==> src/rtl/up_counter.sv <==
// Seeded up-counter: captures a seed S and step count N, then adds one per
// cycle N times and presents (S + N) mod 2^M_WIDTH with a held done flag.
module up_counter #(
  parameter int M_WIDTH     = 3,
  parameter int INPUT_WIDTH = 10
) (
  input  logic                   clk,
  input  logic                   rst,
  input  logic [INPUT_WIDTH-1:0] in,
  input  logic                   start,
  input  logic [M_WIDTH-1:0]     lfsr_out,
  output logic [M_WIDTH-1:0]     random_out,
  output logic                   done
);

  typedef enum logic [1:0] {
    IDLE  = 2'd0,
    COUNT = 2'd1,
    DONE  = 2'd2
  } state_t;

  state_t                 r_state;
  logic [M_WIDTH-1:0]     r_acc;
  logic [INPUT_WIDTH-1:0] r_remaining;
  logic [M_WIDTH-1:0]     r_result;
  logic                   r_done;

  state_t                 w_stateNext;
  logic [M_WIDTH-1:0]     w_accNext;
  logic [INPUT_WIDTH-1:0] w_remainingNext;
  logic [M_WIDTH-1:0]     w_resultNext;
  logic                   w_doneNext;

  always_ff @(posedge clk) begin
    if (rst) begin
      r_state     <= IDLE;
      r_acc       <= '0;
      r_remaining <= '0;
      r_result    <= '0;
      r_done      <= 1'b0;
    end else begin
      r_state     <= w_stateNext;
      r_acc       <= w_accNext;
      r_remaining <= w_remainingNext;
      r_result    <= w_resultNext;
      r_done      <= w_doneNext;
    end
  end

  // Dropping start mid-count abandons the run before any completion check.
  always_comb begin
    w_stateNext     = r_state;
    w_accNext       = r_acc;
    w_remainingNext = r_remaining;
    w_resultNext    = r_result;
    w_doneNext      = 1'b0;
    unique case (r_state)
      IDLE: begin
        if (start) begin
          w_accNext       = lfsr_out;
          w_remainingNext = in;
          w_stateNext     = COUNT;
        end
      end
      COUNT: begin
        if (!start) begin
          w_stateNext = IDLE;
        end else if (r_remaining != '0) begin
          w_accNext       = r_acc + 1'b1;
          w_remainingNext = r_remaining - 1'b1;
        end else begin
          w_resultNext = r_acc;
          w_doneNext   = 1'b1;
          w_stateNext  = DONE;
        end
      end
      DONE: begin
        if (start) begin
          w_doneNext = 1'b1;
        end else begin
          w_stateNext = IDLE;
        end
      end
      default: begin
        w_stateNext = IDLE;
      end
    endcase
  end

  assign random_out = r_result;
  assign done       = r_done;

endmodule

==> config.mk <==
export PLATFORM = sky130hd
export DESIGN_NAME = up_counter
export DESIGN_NICKNAME = d
export VERILOG_FILES = /design/src/rtl/up_counter.sv
export SDC_FILE = /design/constraint.sdc
export NUM_CORES = 1
export LEC_CHECK = 0
export BUFFER_PORTS_ARGS = -buffer_cell sky130_fd_sc_hd__buf_4
export CAP_MARGIN = 40
export CORE_UTILIZATION = 45
export DETAILED_ROUTE_END_ITERATION = 12
export PLACE_DENSITY = 0.69
export SLEW_MARGIN = 40
export SYNTH_ARGS = -nofsm -noshare
export SYNTH_HDL_FRONTEND = slang
export SYNTH_SLANG_ARGS = --single-unit
==> constraint.sdc <==
create_clock -name clk -period 1.8 [get_ports clk]
set_input_delay 0 -clock clk [delete_from_list [all_inputs] [get_ports clk]]
set_output_delay 0 -clock clk [all_outputs]
set_load 0.03 [all_outputs]
==> flow_summary.yaml, run 1 <==
floorplan:
  row_count: 18
  die_h_um: 53.5
  initial_core_util_pct: 47.7
  core_area_um2: 2500
  fp.dieArea_um2: 2860
  die_w_um: 53.5
  ios: 20
routing:
  wl_per_cell_um: 14.8
  route.detailed.drc: 0
  vias: 1179
  final_antenna_net_count: 0
  drt-total-wl_mm: 2.94
  initialDrtViolationCount: 26
  vias_per_cell: 5.92
  dr.pass1.iters: 4
clocking:
  clkLatencyLatePin_ps: 300
  clock_path_buffers: 2
  clkSinkCount: 19
  cts_setup_buffers: 0
  clkTransAtPathRegs_ps: 120
  cts_tree: "done"
  cts_root_buf: "clkbuf_4"
  cts_made_buffers: 3
  h-tree-depth: 1
synthesis:
  synth_compound_area_share_pct: 28.5
  synth_top_cells_by_count: "19 x dfxtp_1, 13 x nand2_1, 12 x o21ai_0"
  ys_types: 46
  async_flop_share_pct: 0
  synth_top_area_share_pct: 31.9
  synth_fp_nets: 163
  synth_xor_area_share_pct: 0
  yosysTopAreaCell: "dfxtp_1"
  ys_ff_latch: 19
  syn_area_per_cell_um2: 8.47
  synth_area_leaders: "dfxtp_1 32%, ha_1 6.3%, o21ai_0 5.0%"
  synth-simple-area-share_pct: 23.8
  yosysMostFrequentCell: "dfxtp_1"
  synth_cells: 141
  synth_top_family_by_area: "compound AO/OA/AOI/OAI gates"
  synth_mux_area_share_pct: 3.56
  synthAdderAreaFrac_pct: 6.29
  synth_edf_count: 0
  synth_flop_cell: "dfxtp_1"
  yosys_warnings: 0
  yosysSeqAreaShare_pct: 31.9
  netlist_area_um2: 1190
timing:
  hold_viol_final: 0
  setup_viol: 0
  max_freq_mhz: 588
  relSlewSlack_pct: 68.1
  skew_ps: 8.81
  period_needed_ps: 1700
  finalSetupTns_ps: 0
  slew_viol_final: 0
  tightest_slew_ps: 478
  fin_crit_sh_pct: 94.5
global_route:
  antenna_found_initial: 0
  grt_max_degree: 16
  overflow: 0
  grt_pass1_vias: 1120
  grt_pass1_wl_mm: 4.77
  grt.total_usage_pct: 22.8
critical_path:
  worst_path_max_delay_cell: "or3_1"
  r2r_start: "r_state[1]$_SDFFE_PP0P_"
  r2r-end: "r_acc[0]$_SDFFE_PP0P_"
  cp-end-kind: "flip-flop"
  reg2reg_depth: 7
  r2r_slack_ps: 100
  cp.arrival_ps: 1940
  critPathKind: "reg -> reg"
  crit_chain: "inv_2, ha_2, o21ai_0, buf_4, a41o_4, or3_1, a21oi_2"
  crit_path_end: "r_acc[0]$_SDFFE_PP0P_"
  crit_start: "r_state[1]$_SDFFE_PP0P_"
  start_kind: "flip-flop"
  max_stage_delay_ps: 370
  required_ps: 2040
  worst-path-max-fanout: 11
power_and_ir_drop:
  p_leak_uw: 0.000611
  vdd_drop_max_mv: 0.774
  p_per_area_nw_per_um2: 1500
  power_uw: 2250
cells_and_area:
  layout.nets: 192
  antenna_cells: 0
  fin_util_pct: 60.0
  n_fill_cell: 221
  area_growth_pct: 25.6
  drive_above_1_share_pct: 30.8
  stdcell_count: 199
  design_area_um2: 1500
worst_hold_path:
  hold_class: "in -> reg"
placement:
  dp_hpwl_mm: 2.11
  placedCellCount: 192
  place.gp.congestion: 0.822
  port_buffers: 19
  placed_area_um2: 1420
run:
  cap_violations: 0
status:
  status: "finished clean"
## worst min-delay path by stage
stage,startpoint,slack [ps],to,cells past startpoint
after floorplan,rst,130,r_remaining[6]$_SDFFE_PP0P_,1
after global placement,in[8],270,r_remaining[8]$_SDFFE_PP0P_,3
after detailed placement,in[8],290,r_remaining[8]$_SDFFE_PP0P_,3
after CTS,in[0],30,r_remaining[0]$_SDFFE_PP0P_,3
after global routing,in[6],40,r_remaining[6]$_SDFFE_PP0P_,4
final,in[0],30,r_remaining[0]$_SDFFE_PP0P_,3
## report_power, final
part | internal [µW] | total (µW) | switching, µW
logic | 630 | 1360 | 728
clock network | 82.9 | 225 | 142
registers | 531 | 669 | 138
## flip-flops by register name, summed over array words and instances (netlist names)
name and count:
r_acc 3, random_out 3, done 1, r_state 2
r_remaining 10
## per-layer routing
| metal | vias to the layer above | wire (µm) | track usage (%) |
|---|---|---|---|
| met3 | 4 | 104 | 3.74 |
| met1 | 558 | 1340 | 26.3 |
| met2 | 35 | 1450 | 40.8 |
| met4 | 0 | 40 | 10.1 |
| li1 | 582 | - | - |
| met5 | - | 0 | 0 |
## placed cells by master, fill, tap and decap left out, drive strengths merged, types with 4 or more instances in the layout
master   n
buf     30
dfxtp   19
nand2   13
o21ai   12
nor2    10
a21oi    9
inv      8
ha       6
nor2b    5
a211oi   4
a31o     4
## stage by stage
| stage | setup WS, ps | hold WS, ps |
|---|---|---|
| floorplan | 51.9 | 135 |
| global placement | 142 | 273 |
| detailed placement | 74.0 | 289 |
| CTS | 36.8 | 26.7 |
| global route | -5.44 | 35.0 |
| finish | 99.1 | 33.7 |
## cell type report
class / instances / area, µm² / share of cell area [%]
multi-input cells: 105 / 767 / 51.2
clock buffers: 3 / 22.5 / 1.50
well taps: 30 / 37.5 / 2.50
inverters: 8 / 30.0 / 2.00
repair buffers: 33 / 255 / 17.0
flip-flops and latches: 19 / 382 / 25.5
clock inverters: 1 / 5.00 / 0.334
## what timing repair did
action                                  CTS  global route
endpoints found under the setup margin    0             4
hold endpoints to repair                  7             0
gates resized for setup                   0             8
hold buffers                              3             0
## critical path: cells and delay by family, from the launching register on
kind | cells | cell delay, ps
AO/OA/AOI/OAI | 3 | 480
adder cells (fa/ha/maj) | 1 | 190
buffers and inverters | 2 | 260
flip-flops | 1 | 340
AND/OR/NAND/NOR | 1 | 370
## cells by family after synthesis
kind of cell,count (synthesis)
adder cells (fa/ha/maj),6
AO/OA/AOI/OAI,48
multiplexers,4
AND/OR/NAND/NOR,47
flip-flops,19
buffers and inverters,17
Power figures use the tool's default switching activity.
==> run 2, diff against run 1 <==
- CORE_ASPECT_RATIO: not set -> 1.1
==> run 2 against run 1 <==
Effect of this change: final area up 1.7%; routed wire length fell by 4.8%; via count down 1.6%; critical endpoint is now r_remaining[5]$_SDFFE_PP0P_; worst setup slack got worse by 45 ps; maximum frequency down 2.6%; sequential share of layout area down 0.42 points; sequential power up 0.7%; worst hold slack got worse by 3.6 ps; die area hardly changed; global-route usage shrank 1.2 points; critical path depth down 1.
==> flow_summary.yaml, run 2 (synthesis gave the netlist of run 1 again) <==
cells_and_area:
  seqCellArea_um2: 382
  layout.nets: 191
  final_cell_mix: "28 x buf_4, 18 x dfxtp_1, 13 x nand2_1"
  antenna_cells: 0
  layout_commonest_cell: "buf_4"
  top_register: "r_remaining"
  area_growth_pct: 27.7
  drive_above_1_share_pct: 30.4
  multi_input_area_um2: 786
  n_fill_cell: 230
  stdcell_count: 199
  largest_register_ffs: 10
placement:
  dp_hpwl_mm: 2.00
  place.gp.congestion: 0.791
  port_buffers: 19
  placedCellCount: 192
timing:
  hold_viol_final: 0
  skew_ps: 5.36
  rsz0062_at_grt: "yes"
  period_needed_ps: 1750
  setup_viol: 0
  relSlewSlack_pct: 67.2
  tightest_slew_ps: 491
  fin_crit_sh_pct: 97.0
  slew_viol_final: 0
  hold_ws_ps: 30.1
  max_freq_mhz: 573
critical_path:
  start_kind: "flip-flop"
  cp.arrival_ps: 1950
  r2r_start: "r_remaining[0]$_SDFFE_PP0P_"
  crit_buf_inv: 2
  worst-path-max-fanout: 6
  cp-end-kind: "flip-flop"
  crit_chain: "inv_1, ha_4, nor4b_4, a41oi_2, buf_4, a32o_1"
  crit_start: "r_remaining[0]$_SDFFE_PP0P_"
  max_stage_delay_ps: 350
  path_delay_family: "compound AO/OA/AOI/OAI gates"
  worst_path_max_delay_cell: "nor4b_4"
  critPathKind: "reg -> reg"
  required_ps: 2010
floorplan:
  die_w_um: 51.1
  die_h_um: 56.0
  initial_core_util_pct: 47.8
  core_area_um2: 2500
  ios: 20
  row_count: 19
  fp.dieArea_um2: 2860
power_and_ir_drop:
  p_per_area_nw_per_um2: 1500
  power_uw: 2290
  p_leak_uw: 0.000614
  vdd_drop_max_mv: 0.959
clocking:
  cts_made_buffers: 3
  cts_tree: "done"
  cts_root_buf: "clkbuf_4"
  clkSinkCount: 19
  h-tree-depth: 1
  clock_path_buffers: 2
  clkTransAtPathRegs_ps: 110
  clkLatencyLatePin_ps: 300
  cts_setup_buffers: 0
routing:
  vias: 1160
  wl_per_cell_um: 14.1
  drt-total-wl_mm: 2.80
  dr.pass1.iters: 4
  vias_per_cell: 5.83
  dr_wl_met2_mm: 1.32
  wl_met1_mm: 1.34
  initialDrtViolationCount: 27
  final_antenna_net_count: 0
  met3WireLength_um: 97
  highest_layer: "met4"
  route.detailed.drc: 0
worst_hold_path:
  hold_class: "in -> reg"
  min-delay-start: "in[0]"
global_route:
  grt.total_usage_pct: 21.7
  grt_max_degree: 26
  grt_pass1_vias: 1037
  grt_pass1_wl_mm: 4.71
  overflow: 0
  antenna_found_initial: 0
run:
  cap_violations: 0
status:
  status: "finished clean"
==> run 2: final cells by class <==
| class | count | share of cell area (%) |
|---|---|---|
| Timing Repair Buffer | 32 | 17.1 |
| Clock inverter | 1 | 0.328 |
| Multi-Input combinational cell | 105 | 51.6 |
| Sequential cell | 19 | 25.0 |
| Tap cell | 31 | 2.55 |
| Clock buffer | 3 | 1.48 |
| Inverter | 8 | 1.97 |
==> run 2: repair_timing <==
item                                    in CTS  in global routing
resized for setup                            0                 10
endpoints found under the setup margin       0                 12
endpoints found under the hold margin        9                  0
hold buffers                                 3                  0
==> run 2: power by group <==
part	switching, µW	internal [µW]
registers	143	532
logic	726	671
clock network	138	82.9
total	1010	1290
==> run 2: worst register-to-register path, cell delays in order (launching register included) <==
cell and delay [ps]:
dfxtp_1 330, inv_1 120, ha_4 160, nor4b_4 350, a41oi_2 270, buf_4 220
a32o_1 210
==> run 2: per-stage QoR <==
step / TNS (ps) / utilization (%) / area, µm² / setup WS, ps
after global routing: -10.5 / 61.1 / 1520 / -10.5
final: 0 / 61.1 / 1520 / 54.3
after detailed placement: 0 / 56.9 / 1420 / 43.5
after global placement: 0 / 56.9 / 1420 / 69.0
after floorplan: 0 / - / 1190 / 51.9
after CTS: 0 / 59.2 / 1480 / 24.2
==> run 2: worst paths after layout <==
| kind | endpoint | slack (ps) | depth (start not counted) |
|---|---|---|---|
| worst min register to register | random_out[2]$_SDFFE_PP0P_ | 470 | 2 |
| worst max register to register | r_remaining[5]$_SDFFE_PP0P_ | 50 | 6 |
| worst min-delay path | r_remaining[0]$_SDFFE_PP0P_ | 30 | 3 |
| worst max-delay path | r_remaining[5]$_SDFFE_PP0P_ | 50 | 6 |
==> run 2: per-layer routing <==
metal,track usage [%],up-vias
met2,33.1,32
met3,2.46,4
met4,9.52,0
li1,-,581
met1,30.2,543
met5,0,-
==> run 3, diff against run 2 <==
==> constraint.sdc (replaced) <==
create_clock -name clk -period 1.8 [get_ports clk]
set_input_delay 0.18 -clock clk [delete_from_list [all_inputs] [get_ports clk]]
set_output_delay 0.18 -clock clk [all_outputs]
set_load 0.03 [all_outputs]
==> run 3 against run 2 <==
Effect of this change: sequential power about the same; clock-buffer cell count unchanged; critical endpoint unchanged; die area unchanged; flip-flop and latch count unchanged; worst setup slack improved by 0.62 ps; maximum frequency about the same; clock power about the same.
==> flow_summary.yaml, run 3 (synthesis gave the netlist of run 1 again) <==
status:
  status: "finished clean"
critical_path:
  required_ps: 2010
  cp.arrival_ps: 1950
  path_delay_family: "compound AO/OA/AOI/OAI gates"
  worst-path-max-fanout: 6
  crit_buf_inv: 2
  start_kind: "flip-flop"
  worst_path_max_delay_cell: "nor4b_4"
  cp-end-kind: "flip-flop"
  critPathKind: "reg -> reg"
  crit_chain: "inv_1, ha_4, nor4b_4, a41oi_2, buf_4, a32o_1"
  max_stage_delay_ps: 350
global_route:
  grt.total_usage_pct: 21.6
  overflow: 0
  grt_max_degree: 26
  antenna_found_initial: 0
  grt_pass1_vias: 1032
  grt_pass1_wl_mm: 4.70
placement:
  placedCellCount: 192
  port_buffers: 19
  place.gp.congestion: 0.791
  dp_hpwl_mm: 2.00
cells_and_area:
  area_growth_pct: 25.2
  antenna_cells: 0
  top_register: "r_remaining"
  n_fill_cell: 233
  fin_util_pct: 59.8
  drive_above_1_share_pct: 30.9
  largest_register_ffs: 10
  final_cell_mix: "28 x buf_4, 18 x dfxtp_1, 13 x nand2_1"
  layout.nets: 188
  stdcell_count: 196
  layout_commonest_cell: "buf_4"
routing:
  initialDrtViolationCount: 27
  dr.pass1.iters: 5
  vias_per_cell: 5.87
  wl_per_cell_um: 14.2
  route.detailed.drc: 0
  vias: 1150
  drt-total-wl_mm: 2.79
  final_antenna_net_count: 0
timing:
  slew_viol_final: 0
  skew_ps: 5.49
  setup_viol: 0
  hold_ws_ps: 160
  relSlewSlack_pct: 67.2
  rsz0062_at_grt: "yes"
  fin_crit_sh_pct: 96.9
  hold_viol_final: 0
  max_freq_mhz: 573
  period_needed_ps: 1750
  finalSetupTns_ps: 0
  tightest_slew_ps: 491
clocking:
  cts_resized: 0
  cts_setup_buffers: 0
  cts_made_buffers: 3
  clock_path_buffers: 2
  clkSinkCount: 19
  clkLatencyLatePin_ps: 300
  cts_tree: "done"
  hold_buffers: 0
  h-tree-depth: 1
  clkTransAtPathRegs_ps: 110
  cts_root_buf: "clkbuf_4"
floorplan:
  row_count: 19
  core_area_um2: 2500
  die_w_um: 51.1
  fp.dieArea_um2: 2860
  ios: 20
  die_h_um: 56.0
  initial_core_util_pct: 47.8
power_and_ir_drop:
  p_per_area_nw_per_um2: 1530
  power_uw: 2290
  vdd_drop_max_mv: 0.957
  p_leak_uw: 0.000602
worst_hold_path:
  hold_class: "in -> reg"
run:
  cap_violations: 0
[run 3: changes by cell type in the layout (fill, tap and decap cells not counted), sizes merged]
cell and delta:
dlygate4sd3 -3
[run 3: worst register-to-register path: cells and delay by family, from the launching register on]
family                   cells  cell delay [ps]
AND/OR/NAND/NOR              1              350
AO/OA/AOI/OAI                2              480
buffers and inverters        2              340
flip-flops                   1              330
adder cells (fa/ha/maj)      1              160
[run 3: power by group]
| group | internal (µW) | switching (µW) |
|---|---|---|
| clock network | 82.9 | 138 |
| registers | 532 | 143 |
| logic | 667 | 725 |
[run 3: cell type report]
class                      instances  area (µm²)  area share [%]
tap                               31        38.8            2.60
clock buffer                       3        22.5            1.51
inverter                           8        30.0            2.01
timing repair buffer              29         230            15.4
multi-input combinational        105         786            52.6
clock inverter                     1        5.00           0.335
sequential                        19         382            25.5
[run 3: path summary, 6_finish.rpt]
check / start / to / slack [ps] / depth (start not counted)
max reg2reg: r_remaining[0]$_SDFFE_PP0P_ / r_remaining[5]$_SDFFE_PP0P_ / 50 / 6
max: r_remaining[0]$_SDFFE_PP0P_ / r_remaining[5]$_SDFFE_PP0P_ / 50 / 6
min: rst / r_acc[2]$_SDFFE_PP0P_ / 160 / 2
min reg2reg: random_out[2]$_SDFFE_PP0P_ / random_out[2]$_SDFFE_PP0P_ / 470 / 2
[run 3: layer usage]
layer  part of all wire, %  up-vias  track usage, %  wire [µm]
met5                     0        -               0          0
met4                   1.4        0            9.52         40
met3                   3.5        4            2.46         97
met2                    47       32            33.1       1320
met1                    48      539            30.1       1330
li1                      -      575               -          -
[run 3: through the flow]
step                setup WS [ps]  area (µm²)
floorplan                    51.9        1190
global placement             69.0        1420
detailed placement           43.5        1420
CTS                          24.2        1450
global route                -10.5        1490
finish                       54.9        1490
